File: config.mk
export PLATFORM = sky130hd
export DESIGN_NAME = twiddle_addr_sequencer
export DESIGN_NICKNAME = d
export VERILOG_FILES = /design/src/rtl/ifft_pkg.sv /design/src/rtl/sample_pos_counter.sv /design/src/rtl/twiddle_addr_sequencer.sv
export SDC_FILE = /design/constraint.sdc
export NUM_CORES = 1
export LEC_CHECK = 0
export ABC_AREA = 1
export CORE_UTILIZATION = 30
export DETAILED_ROUTE_END_ITERATION = 16
export PLACE_DENSITY = 0.63
export SYNTH_ARGS = -nofsm -noshare
export SYNTH_HDL_FRONTEND = slang
export SYNTH_SLANG_ARGS = --single-unit
export TNS_END_PERCENT = 5
File: constraint.sdc
create_clock -name clk -period 1.9 [get_ports clk]
set_input_delay 0.285 -clock clk [delete_from_list [all_inputs] [get_ports clk]]
set_output_delay 0.285 -clock clk [all_outputs]
set_load 0.03 [all_outputs]
File: src/rtl/ifft_pkg.sv
// Shared IFFT constants and the twiddle sequencer FSM state type.
package ifft_pkg;
  localparam int NFFT       = 128;
  localparam int DATA_WIDTH = 16;
  localparam int LOG2N      = $clog2(NFFT);
  localparam int ADDR_W     = LOG2N - 1;

  typedef enum logic [1:0] {ST_IDLE, ST_UPPER, ST_LOWER} tw_state_e;
endpackage

File: src/rtl/sample_pos_counter.sv
// Frame sample index: counts accepted samples, wraps at NFFT, restarts on clear.
module sample_pos_counter #(
  parameter int NFFT = 128,
  localparam int LG  = $clog2(NFFT)
) (
  input  logic          clk,
  input  logic          rst_n,
  input  logic          clear,
  input  logic          in_valid,
  output logic [LG-1:0] n,
  output logic          last
);
  // A sample arriving together with clear is index 0, so it is never the last one.
  assign last = in_valid & ~clear & (n == LG'(NFFT - 1));

  always_ff @(posedge clk or negedge rst_n) begin
    if (!rst_n)        n <= '0;
    else if (clear)    n <= in_valid ? LG'(1) : '0;
    else if (in_valid) n <= n + LG'(1);
  end
endmodule

File: src/rtl/twiddle_addr_sequencer.sv
// Per-stage twiddle ROM addressing and registered twiddle/bypass output for an SDF FFT stage.
module twiddle_addr_sequencer #(
  parameter int NFFT       = ifft_pkg::NFFT,
  parameter int DATA_WIDTH = ifft_pkg::DATA_WIDTH,
  parameter int STAGE      = 0,
  localparam int LG        = $clog2(NFFT),
  localparam int AW        = LG - 1
) (
  input  logic                  clk,
  input  logic                  rst_n,
  input  logic                  clear,
  input  logic                  in_valid,
  output logic [AW-1:0]         rom_addr,
  input  logic [DATA_WIDTH-1:0] rom_real,
  input  logic [DATA_WIDTH-1:0] rom_imag,
  output logic [DATA_WIDTH-1:0] tw_real,
  output logic [DATA_WIDTH-1:0] tw_imag,
  output logic                  tw_valid,
  output logic                  tw_bypass,
  output logic                  frame_done
);
  import ifft_pkg::*;

  localparam int            BLK   = NFFT >> STAGE;
  localparam logic [LG-1:0] PMASK = LG'(BLK - 1);
  localparam logic [LG-1:0] HPOS  = LG'(BLK / 2);

  tw_state_e     state, state_nxt;
  logic [LG-1:0] n, idx, pos, pos_nxt;
  logic          last, take_lower;

  sample_pos_counter #(.NFFT(NFFT)) u_cnt (
    .clk      (clk),
    .rst_n    (rst_n),
    .clear    (clear),
    .in_valid (in_valid),
    .n        (n),
    .last     (last)
  );

  assign pos = n & PMASK;

  always_ff @(posedge clk or negedge rst_n) begin
    if (!rst_n) state <= ST_IDLE;
    else        state <= state_nxt;
  end

  // State tracks the half of the block the next sample falls in.
  always_comb begin
    state_nxt  = state;
    rom_addr   = '0;
    idx        = clear ? '0 : n;
    pos_nxt    = (idx + LG'(1)) & PMASK;
    take_lower = in_valid && !clear && (state == ST_LOWER);
    if (state == ST_LOWER) rom_addr = AW'((pos - HPOS) << STAGE);
    if (clear && !in_valid) state_nxt = ST_IDLE;
    else if (in_valid)      state_nxt = (pos_nxt >= HPOS) ? ST_LOWER : ST_UPPER;
  end

  always_ff @(posedge clk or negedge rst_n) begin
    if (!rst_n) begin
      tw_real    <= '0;
      tw_imag    <= '0;
      tw_valid   <= 1'b0;
      tw_bypass  <= 1'b0;
      frame_done <= 1'b0;
    end else begin
      tw_valid   <= in_valid;
      tw_bypass  <= in_valid && !take_lower;
      frame_done <= last;
      if (take_lower) begin
        tw_real <= rom_real;
        tw_imag <= rom_imag;
      end
    end
  end
endmodule

==> After elaboration in Yosys (flattened, before gate mapping) <==
Cells that the tools add are included.
{ "classes": {"addsub": 3, "n_lt_le_gt_ge": 1, "eq_ne": 2, "n_mux": 8, "bitwise": 3, "n_reduce_logical": 9} }
{ "op_table": {"columns": ["operator", "count"], "rows": [
  ["7-bit two-way mux", 3],
  ["7-bit by 1-bit adder with 7-bit output (second input constant)", 2],
  ["7-bit == test (second input constant)", 1],
  ["7-bit >= comparator (second input constant)", 1],
  ["2-bit two-way mux", 3],
  ["6-bit two-way mux", 1],
  ["6-bit by 1-bit subtractor with 6-bit output (second input constant)", 1],
  ["1-bit logical AND", 4],
  ["2-bit nonzero test", 2],
  ["1-bit logical NOT", 3],
  ["1-bit AND", 2],
  ["2-bit == test (second input constant)", 1],
  ["1-bit two-way mux", 1],
  ["1-bit inverter", 1]
]} }
{ "totals": {"regBits": 44, "input_bits": 36, "out_inout_bits": 41, "wordCells": 33} }

==> Longest topological paths before layout <==
{ "logic_depth": {"ltp_word": 6, "depth_mapped": 7, "depth_no_buf": 7} }

==> Hierarchy <==
Synthesis repeated with hierarchy kept, for this count alone.
{ "hier_totals": {"hier_cells": 219, "area_unflattened_um2": 2028.2} }
{ "modules_own_cells": {"columns": ["mod", "instances", "cells_each", "area_per_inst_um2", "seq_area_each_um2"], "rows": [
  ["twiddle_addr_sequencer", 1, 173, 1671.6, 925.9],
  ["sample_pos_counter", 1, 46, 356.6, 175.2]
]} }

==> Least setup slack after synthesis <==
OpenSTA, ideal clock, no wires.
{ "synth_path": {"kind": "reg2out", "startpoint": "reg state[0]", "endpoint": "out rom_addr[0]", "t_arrival_ns": 1.100, "required_time_ns": 1.615, "setup_slack_ns": 0.515, "path_stages_with_launch": 4, "path_buffers": 0, "cell_sequence": "dfrtp_1 -> nor2_8 -> inv_1 -> nor2_1"} }
{ "synth_between": {"elab_chain_len": 2} }
{ "synth_lines": {"columns": ["item", "line_no", "text"], "rows": [
  ["start: declaration", "twiddle_addr_sequencer.sv:28", "tw_state_e state, state_nxt;"],
  ["start signal: assignment", "twiddle_addr_sequencer.sv:45", "else state <= state_nxt;"],
  ["2-bit == test", "twiddle_addr_sequencer.sv:55", "if (state == ST_LOWER) rom_addr = AW'((pos - HPOS) << STAGE);"],
  ["6-bit two-way mux", "twiddle_addr_sequencer.sv:55", null],
  ["end: declaration", "twiddle_addr_sequencer.sv:13", "output logic [AW-1:0] rom_addr,"]
]} }
No other way between the ends.

==> Final worst setup path <==
{ "layout_path": {"startpoint": "reg tw_imag[13]", "endpoint": "out tw_imag[13]"} }
{ "layout_rtl": {"columns": ["item", "line_no", "text"], "rows": [
  ["start: declaration", "twiddle_addr_sequencer.sv:17", "output logic [DATA_WIDTH-1:0] tw_imag,"],
  ["start signal: assignment", "twiddle_addr_sequencer.sv:73", "tw_imag <= rom_imag;"]
]} }
No word-level cell between the ends.

==> results by group <==
Critical path
  – Depth of the most critical reg-to-reg path: 5
  – Startpoint type of the worst setup path: flip-flop
  – CP max stage delay: 0.69 ns
  – Buffering stage count on the worst path with inverters included: 1
  – Start of the worst register-to-register path: state[0]$_DFFE_PN0P_
  – Worst-path maximum fanout: 2
  – Critical path's top delay family: buffers and inverters
  – Critical setup path kind: flip-flop to primary output
  – Critical Path Slowest Stage Cell: sky130_fd_sc_hd__clkdlybuf4s50_1
  – FF-to-FF End: tw_real[14]$_DFFE_PN0P_
  – Worst path required time: 1.62 ns
  – Signal arrival time at the worst endpoint: 1.33 ns
  – List of cells traversed by the critical path: clkdlybuf4s50_1
  – Kind of end point of the critical path: primary output
  – FF-to-FF setup slack: 0.41 ns

Synthesis
  – Syn nets: 250
  – Number of synthesis warnings: 0
  – Cell types occupying the most area after synthesis: sky130_fd_sc_hd__dfrtp_1, sky130_fd_sc_hd__nand2_1, sky130_fd_sc_hd__nand3_1
  – Seq/Total Area, Yosys: 0.5740
  – Share of flip-flops with an asynchronous set or reset after synthesis: 1.000
  – Number of flops mapped to enable cells by yosys: 0
  – Area share of the leading cell type in the synthesized netlist: 0.5740
  – Top_reg_cell synth: sky130_fd_sc_hd__dfrtp_1
  – Synthesized area: 1918 µm²
  – Cell accounting for the most synthesized area: sky130_fd_sc_hd__dfrtp_1
  – Commonest cells post-synth: sky130_fd_sc_hd__nand2_1, sky130_fd_sc_hd__dfrtp_1, sky130_fd_sc_hd__nand3_1, sky130_fd_sc_hd__nor2_1, sky130_fd_sc_hd__inv_1
  – Number of instances in the synthesized netlist: 213
  – Flops & latches, synth: 44
  – Library cell with the highest instance count after synthesis: sky130_fd_sc_hd__nand2_1
  – Avg Synthesized Cell Area: 9.005 µm²
  – Number of library cell types mapped by synthesis: 24

Run status
  – Outcome: finished, final reports clean

Routing
  – # DRC: 0
  – 1st-iter DRT viols: 50
  – Total vias in the final route: 1648
  – Drt first pass iters: 4
  – Via density per instance: 4.503
  – Antenna-violating nets left: 0
  – Post-detailed-routing wire length: 4414 µm
  – Routed wire length per instance: 12.06 µm

Timing
  – Maximum operating frequency: 618.1 MHz
  – Count of pins over their slew limit: 0
  – Hold violation count in the final report: 0
  – Fin Clk Skew: 0.005610 ns
  – Final Critical Period: 1.618 ns
  – Final hold slack: 0.06325 ns
  – Fin crit share: 0.8515
  – Pin slew with the least headroom to its limit: 0.5515 ns
  – Slew Limit Headroom: 0.6323
  – Setup total negative slack: 0 ns
  – Final setup fails: 0
  – RSZ-0062 raised after global routing: no

Pwr
  – Lkg Pwr: 1.377 nW
  – P per Cell Area: 610.1 nW/µm²
  – Fraction of power consumed by the clock network: 0.348
  – Seq pwr share: 0.561
  – Internal power contribution: 0.001321 W
  – Largest voltage drop on the vdd net: 0.3105 mV
  – Net switching component of the power: 0.0003838 W
  – Comb pwr share: 0.090
  – Switching Share: 0.2251

Global routing
  – Total track usage: 0.1419
  – Wire length of the first global-routing pass: 7286 µm
  – Number of global-route vias before repair: 1650
  – Total gr overflow: 0
  – Antenna violations before repair: 0
  – Largest net degree at the start of global routing: 45

Cells and area
  – Number of cells in the finished layout apart from fillers: 366
  – Ratio of cells with drive above 1 in the final layout: 0.09622
  – Nets: 327
  – Utilization after layout: 0.4610
  – Number of antenna diodes: 0
  – Area Overhead vs Synth: 45.66%
  – Filler cell count in the final layout: 592

Floorplanning
  – I/O pin count: 77
  – Overall die width: 81.96 µm
  – Floorplan die height: 81.96 µm
  – Floorplan die area: 6717 µm²
  – Total core area: 6061 µm²
  – Initial Utilization: 0.3165
  – Std-Cell Rows: 28

Min path
  – Tightest Hold Check Type: input port to async pin

Clocking
  – CTS Hold Buffers Added: 0
  – Post-cts resize count: 0
  – Total number of clock tree sinks: 44
  – TritonCTS clock tree: yes
  – Clk Latency, worst-skew pair: 0.29 ns
  – CTS buffer count: 5
  – Max H-tree Level: 2
  – Buffer depth of the longest clock path: 2
  – Number of buffers added for setup after CTS: 0
  – CTS Root Cell: sky130_fd_sc_hd__clkbuf_8
  – Worst-path clk slew: 0.08 ns

Placement
  – Count of input and output buffers: 76
  – Hpwl dp: 3068 µm
  – Placed cell count: 358
  – RD Place Congestion: 0.7810

Flow run
  – Max-cap viol count: 0
[worst register-to-register path: stages, from the launching register on]
cell                      delay [ns]
sky130_fd_sc_hd__dfrtp_1        0.44
sky130_fd_sc_hd__nor2_8         0.12
sky130_fd_sc_hd__buf_4          0.34
sky130_fd_sc_hd__nand2_4        0.28
sky130_fd_sc_hd__nand2_1        0.15
sky130_fd_sc_hd__nand2_1        0.05
[cell usage in the layout, fill, tap and decap left out, drive strengths merged]
master and instances:
buf 11, clkinv 2, inv 13, nor2 18, nor4 1, nand3 36
clkdlybuf4s50 69, a22o 1, ha 1, dfrtp 44, o21ai 2, nor3 4
xor2 1, a21oi 6, clkbuf 6, nand2 75, a31oi 1
[worst max-delay path by stage]
stage | startpoint | to | slack [ns] | cells past startpoint
after floorplan | state[0]$_DFFE_PN0P_ | rom_addr[0] | 0.52 | 3
after global placement | in_valid | tw_imag[11]$_DFFE_PN0P_ | 0.23 | 6
after detailed placement | in_valid | tw_real[15]$_DFFE_PN0P_ | 0.22 | 6
after CTS | tw_imag[12]$_DFFE_PN0P_ | tw_imag[12] | 0.26 | 1
after global routing | tw_real[3]$_DFFE_PN0P_ | tw_real[3] | 0.23 | 1
final | tw_imag[13]$_DFFE_PN0P_ | tw_imag[13] | 0.28 | 1
[metrics by stage]
stage | total power [W] | worst slack (ns) | instance area, µm²
6_report | 0.001705 | 0.2821 | 2794
3_3_place_gp | 0.001132 | 0.2345 | 2701
3_5_place_dp | 0.001131 | 0.2191 | 2701
2_1_floorplan | 0.001023 | 0.5152 | 1918
4_1_cts | 0.001741 | 0.2641 | 2794
5_1_grt | 0.001788 | 0.2311 | 2794
[power groups by stage]
stage	clock [W]	combinational (W)	sequential [W]
global placement	0	0.000156	0.000976
finish	0.000594	0.000154	0.000957
detailed placement	0	0.000156	0.000976
global route	0.000657	0.000172	0.000959
CTS	0.000627	0.000157	0.000957
floorplan	0	0.0000447	0.000978
[cell type report]
cell class	instances	area, µm²	share of cell area
Sequential cell	44	1101	0.3941
Timing Repair Buffer	80	783.3	0.2803
Multi-Input combinational cell	146	671.9	0.2405
Tap cell	75	93.84	0.03359
Clock buffer	6	82.58	0.02956
Inverter	13	51.30	0.01836
Clock inverter	2	10.01	0.003583
[sequential cells by signal, indices dropped and copies added (netlist names)]
| register | count |
|---|---|
| tw_imag | 16 |
| tw_real | 16 |
| state | 2 |
| u_cnt.n | 7 |
| tw_bypass | 1 |
| tw_valid | 1 |
| frame_done | 1 |
[layer usage]
metal  share of wire  vias up  track usage
li1                -      828            -
met1            0.47      774       0.1761
met2            0.48       44       0.2413
met3           0.052        2      0.03444
met4          0.0052        0      0.04386
met5               0        -            0
[cell families after synthesis]
kind of cell               Yosys count  share of synthesized area
AOI/OAI and AO/OA                   10                    0.03066
xor gates and xnor gates             1                   0.004567
adders and majority gates            1                   0.006522
buffers and inverters               23                    0.07567
DFF                                 44                     0.5740
and+or+nand+nor                    134                     0.3085
Note: power is estimated with default switching activity, not from simulation.
